===== src/rtl/alu_pkg.sv =====
// rtl/alu_pkg.sv - shared types and helpers for the sign-magnitude add/sub result path
package alu_pkg;

    localparam int RES_W = 4;
    localparam int MAG_W = 3;

    typedef struct packed {
        logic             op;
        logic [RES_W-1:0] r;
        logic             sf;
        logic             zf;
        logic             dzf;
    } alu_res_t;

    // Negative zero (1000) folds to 0000 because the negated magnitude is zero.
    function automatic logic [RES_W-1:0] sm_to_tc(input logic [RES_W-1:0] sm);
        logic [RES_W-1:0] mag;
        mag = {1'b0, sm[MAG_W-1:0]};
        return sm[RES_W-1] ? (~mag + 1'b1) : mag;
    endfunction

endpackage


===== src/rtl/alu_sm2tc.sv =====
// rtl/alu_sm2tc.sv - combinational 4-bit sign-magnitude to two's-complement converter
module alu_sm2tc
    import alu_pkg::*;
(
    input  logic [RES_W-1:0] sm_i,
    output logic [RES_W-1:0] tc_o
);

    assign tc_o = sm_to_tc(sm_i);

endmodule


===== src/rtl/alu_result_fifo.sv =====
// rtl/alu_result_fifo.sv - result FIFO with two's-complement view, zero/negative stats and error flag
module alu_result_fifo
    import alu_pkg::*;
#(
    parameter int DEPTH = 4,
    parameter int CNT_W = 8
) (
    input  logic             clk,
    input  logic             rst,
    input  logic             in_valid,
    output logic             in_ready,
    input  logic             in_op,
    input  logic [RES_W-1:0] in_r,
    input  logic             in_sf,
    input  logic             in_zf,
    input  logic             in_dzf,
    output logic             out_valid,
    input  logic             out_ready,
    output logic             out_op,
    output logic [RES_W-1:0] out_r,
    output logic [RES_W-1:0] out_tc,
    output logic             out_sf,
    output logic             out_zf,
    output logic             out_dzf,
    output logic [CNT_W-1:0] zero_cnt,
    output logic [CNT_W-1:0] neg_cnt,
    output logic             err_flag,
    input  logic             clr_stats
);

    localparam int PTR_W = $clog2(DEPTH);
    localparam logic [PTR_W:0] FULL_CNT = (PTR_W+1)'(DEPTH);

    alu_res_t         mem_q [DEPTH];
    logic [PTR_W-1:0] wr_ptr_q, wr_ptr_d;
    logic [PTR_W-1:0] rd_ptr_q, rd_ptr_d;
    logic [PTR_W:0]   count_q, count_d;
    logic [CNT_W-1:0] zero_cnt_q, zero_cnt_d;
    logic [CNT_W-1:0] neg_cnt_q, neg_cnt_d;
    logic             err_q, err_d;

    logic     full, empty, push, pop, flag_err;
    alu_res_t in_res, head;

    function automatic logic [CNT_W-1:0] sat_inc(input logic [CNT_W-1:0] v, input logic inc);
        return (inc && (v != '1)) ? v + 1'b1 : v;
    endfunction

    assign full      = (count_q == FULL_CNT);
    assign empty     = (count_q == '0);
    assign in_ready  = !full;
    assign out_valid = !empty;
    assign push      = in_valid && !full;
    assign pop       = !empty && out_ready;

    assign in_res = '{op: in_op, r: in_r, sf: in_sf, zf: in_zf, dzf: in_dzf};

    assign flag_err = in_dzf
                   || (in_zf != (in_r[MAG_W-1:0] == '0))
                   || (in_sf && in_zf);

    always_comb begin
        wr_ptr_d   = wr_ptr_q;
        rd_ptr_d   = rd_ptr_q;
        count_d    = count_q;
        zero_cnt_d = zero_cnt_q;
        neg_cnt_d  = neg_cnt_q;
        err_d      = err_q;

        if (push) wr_ptr_d = wr_ptr_q + 1'b1;
        if (pop)  rd_ptr_d = rd_ptr_q + 1'b1;

        case ({push, pop})
            2'b10:   count_d = count_q + 1'b1;
            2'b01:   count_d = count_q - 1'b1;
            default: count_d = count_q;
        endcase

        // A clear coinciding with a push drops that push's contribution.
        if (clr_stats) begin
            zero_cnt_d = '0;
            neg_cnt_d  = '0;
            err_d      = 1'b0;
        end else if (push) begin
            zero_cnt_d = sat_inc(zero_cnt_q, in_zf);
            neg_cnt_d  = sat_inc(neg_cnt_q, in_sf);
            err_d      = err_q | flag_err;
        end
    end

    always_ff @(posedge clk or posedge rst) begin
        if (rst) begin
            wr_ptr_q   <= '0;
            rd_ptr_q   <= '0;
            count_q    <= '0;
            zero_cnt_q <= '0;
            neg_cnt_q  <= '0;
            err_q      <= 1'b0;
        end else begin
            wr_ptr_q   <= wr_ptr_d;
            rd_ptr_q   <= rd_ptr_d;
            count_q    <= count_d;
            zero_cnt_q <= zero_cnt_d;
            neg_cnt_q  <= neg_cnt_d;
            err_q      <= err_d;
        end
    end

    // Storage needs no reset: the head is masked to zero whenever the FIFO is empty.
    always_ff @(posedge clk) begin
        if (push) mem_q[wr_ptr_q] <= in_res;
    end

    assign head = empty ? '0 : mem_q[rd_ptr_q];

    assign out_op  = head.op;
    assign out_r   = head.r;
    assign out_sf  = head.sf;
    assign out_zf  = head.zf;
    assign out_dzf = head.dzf;

    alu_sm2tc u_sm2tc (
        .sm_i (head.r),
        .tc_o (out_tc)
    );

    assign zero_cnt = zero_cnt_q;
    assign neg_cnt  = neg_cnt_q;
    assign err_flag = err_q;

endmodule


===== config.mk =====
export PLATFORM = sky130hd
export DESIGN_NAME = alu_result_fifo
export DESIGN_NICKNAME = d
export VERILOG_FILES = /design/src/rtl/alu_pkg.sv /design/src/rtl/alu_sm2tc.sv /design/src/rtl/alu_result_fifo.sv
export SDC_FILE = /design/constraint.sdc
export NUM_CORES = 1
export LEC_CHECK = 0
export CORE_UTILIZATION = 53
export DETAILED_ROUTE_END_ITERATION = 8
export PLACE_DENSITY = 0.87
export RECOVER_POWER = 100
export REMOVE_ABC_BUFFERS = 1
export SLEW_MARGIN = 20
export SYNTH_ARGS = -nofsm -noshare
export SYNTH_HDL_FRONTEND = slang
export SYNTH_SLANG_ARGS = --single-unit

===== constraint.sdc =====
create_clock -name clk -period 3.11 [get_ports clk]
set_clock_uncertainty 0.05 [all_clocks]
set_input_delay 0.622 -clock clk [delete_from_list [all_inputs] [get_ports clk]]
set_output_delay 0.622 -clock clk [all_outputs]
set_load 0.02 [all_outputs]

==> flow_metrics.tcl <==
set metrics [dict create \
    areaGrowthSynthToFinish_pct 19.8 \
    top_layer_used "met4" \
    cts-htree-levels 2 \
    postCtsHoldBufs 0 \
    async_reset_ff_share_pct 42.9 \
    final_cell_area_sq_um 3250 \
    gp_congestion 0.783 \
    min_period_over_period_pct 96.5 \
    clk_path_buf_depth 2 \
    p_total_mw 2.56 \
    slew_headroom_pct 10.7 \
    cp_slowest_cell "mux4_2" \
    synth_top_area_share_pct 35.5 \
    num_antenna_cells 0 \
    p_leak_nw 1.28 \
    ys_warn_count 0 \
    cts_buffers 5 \
    path_max_fanout 7 \
    crit_required_ns 2.44 \
    insertion_delay_ns 0.30 \
    tritoncts "done" \
    critPathMaxStageDelay_ns 0.56 \
    firstDrtPassIters 4 \
    sw_frac_of_total_pct 36.6 \
    ant_nets 0 \
    ys_types 44 \
    endpoint_kind "output pin" \
    fin_ws_ns 0.110 \
    avgSynthCellArea_sq_um 13.2 \
    startpoint_type "register" \
    final_nets 274 \
    intPower_mw 1.62 \
    combinationalPowerShare_pct 44.7 \
    worstMarginPinSlew_ns 1.34 \
    pre_cts_slack_ns 0.322 \
    met1_length_mm 2.22 \
    grt_max_degree 25 \
    status "complete, no violations" \
    grt_pass1_vias 1698 \
    yosys.area.top_type "edfxtp_1" \
    row_count 25 \
    seqCellArea_sq_um 1560 \
    antenna_found_initial 0 \
    core_sq_um 4820 \
    finalWirelength_mm 4.99 \
    max_freq_ghz 0.333 \
    seq_power_share_pct 40.3 \
    routed-wl-met3_um 249 \
    p_sw_uw 937 \
    hold-worst-slack_ns 0.460 \
    grt_pass1_wl_mm 8.20 \
    via_per_inst 5.57 \
    syn_area_sq_um 2710 \
    yosysSeqAreaShare_pct 57.6 \
    drive_gt1_share_pct 11.1 \
    synth_edf_count 32 \
    hold_class "register to register" \
    drtIter0Drc 83 \
    finalSetupViolCount 0 \
    fill_cells 369 \
    tns_ns 0 \
    initial_utilization_pct 56.3 \
    synth-main-ff-cell "edfxtp_1" \
    hold_violations 0 \
    post_cts_buffers 0 \
    worstPathArrival_ns 2.33 \
    multi_input_area_sq_um 1000 \
    route.detailed.drc 0 \
    die_w_um 73.5 \
    rsz0062_at_grt "no" \
    track_usage_pct 20.6 \
    slew_viol_final 0 \
    place_area_sq_um 3200 \
    clkPwrFrac_pct 15.0 \
    cts.reportedPaths.clkPinSlew_ns 0.09 \
    die_area_sq_um 5400 \
    maxCapViolCount 0 \
    port_buffers 43 \
    die_h_um 73.5 \
    dr_wl_met2_mm 2.47 \
    wl_per_cell_um 15.6 \
    io_pins 44 \
    critPathKind "register to output pin" \
    via_count 1783 \
    powerDensity_nw_per_um2 788 \
    place_hpwl_mm 3.59 \
    grt-ovfl-total 0 \
    ys_seq_elements 56 \
    ys_top_cells_by_area "edfxtp_1 35%, dfrtp_1 22%, mux4_2 6.6%, ha_1 3.7%, a21oi_1 1.8%" \
    critPathBufInv 2 \
    cts-root-buf "clkbuf_8" \
    crit_path_cell_trace "buf_4 > mux4_2 > o31a_1 > clkdlybuf4s50_1" \
    numClockSinks 56 \
    period_minus_slack_ns 3.00 \
    critPathTopFamily "buffers and inverters" \
    max-vdd-ir-drop_mv 0.424 \
    netlist_instances 206 \
]
-- registers in the layout (all words and copies together) (netlist names) --
register,flops
mem_q,32
neg_cnt,8
zero_cnt,8
count_q,3
rd_ptr_q,2
wr_ptr_q,2
err_flag,1
-- kinds of logic (layout without fill, tap and decap cells) --
| logic type | after synthesis | in the layout | synth area share [%] |
|---|---|---|---|
| simple gates | 68 | 68 | 15.7 |
| buf+inv | 22 | 69 | 4.02 |
| xor+xnor | 8 | 8 | 2.59 |
| mux | 14 | 14 | 9.28 |
| flops | 56 | 56 | 57.6 |
| compound gates | 29 | 29 | 6.42 |
| fa+ha+maj | 9 | 9 | 4.43 |
-- layout by cell type (no fill, tap or decap), types with 7 or more instances in the layout --
cell type and instances:
a21oi_1 10, dfrtp_1 22, dlygate4sd3_1 37, edfxtp_1 32, ha_1 8, inv_1 11
mux4_2 8, nand2_1 9, nand3_1 7, nor2_1 10, o21ai_0 8
-- worst paths after layout --
kind,to,slack (ns),start,depth (start not counted)
max,out_tc[3],0.11,rd_ptr_q[0],4
min,count_q[2],0.46,count_q[2],1
max reg2reg,count_q[2],0.36,count_q[1],10
min reg2reg,count_q[2],0.46,count_q[2],1
max in group asynchronous,rd_ptr_q[1],0.99,rst,3
min in group asynchronous,zero_cnt[2],1.15,rst,3
-- worst register-to-register path: stages, from the launching register on --
cell and delay, ns:
dfrtp_1 0.43, nor3b_1 0.70, inv_4 0.10, and2_4 0.23
inv_4 0.13, ha_1 0.20, inv_1 0.06, fa_1 0.37
xor2_1 0.15, nor2_1 0.12, xor2_1 0.16
-- stage by stage --
step,util (%),cells
5_1_grt,67.4,320
4_1_cts,68.4,320
6_report,67.4,320
3_3_place_gp,66.5,312
2_1_floorplan,-,198
3_5_place_dp,66.5,312
-- layer usage --
metal | vias up | track usage, %
met4 | 0 | 4.49
met3 | 5 | 4.53
met2 | 52 | 33.9
met1 | 876 | 28.4
li1 | 850 | -
met5 | - | 0
-- repair_timing --
action	in CTS	in global routing
resized for setup	2	3
setup endpoints to repair	2	2
gates cloned	0	0
-- Yosys cell counts, types with 2 or more instances --
library cell / instances
edfxtp_1: 32
dfrtp_1: 24
inv_1: 11
a21oi_1: 10
nor2_1: 10
nand2_1: 9
ha_1: 8
mux4_2: 8
o21ai_0: 8
and2_1: 7
nand3_1: 7
nor2b_1: 6
and3_1: 5
o31ai_1: 5
or4_1: 5
xnor2_1: 5
nand4_1: 4
clkbuf_1: 3
mux2i_1: 3
or3_1: 3
xor2_1: 3
buf_2: 2
buf_6: 2
inv_4: 2
mux2_4: 2
nand2b_1: 2
nor3_1: 2
nor4_4: 2
-- layout make-up --
cell class | count | area share, %
multi-input cells | 128 | 30.9
repair buffers | 47 | 13.8
clock buffers | 5 | 2.12
clock inverters | 3 | 0.578
well taps | 67 | 2.58
inverters | 14 | 1.77
flip-flops and latches | 56 | 48.2
-- power by group through the flow --
stage	Sequential [mW]	Combinational, mW	Clock [mW]
4_1_cts	1.04	1.25	0.394
6_report	1.03	1.14	0.383
3_3_place_gp	1.04	1.21	0
2_1_floorplan	1.05	0.742	0
3_5_place_dp	1.05	1.25	0
5_1_grt	1.05	1.25	0.421
(Power assumes the default switching activity.)
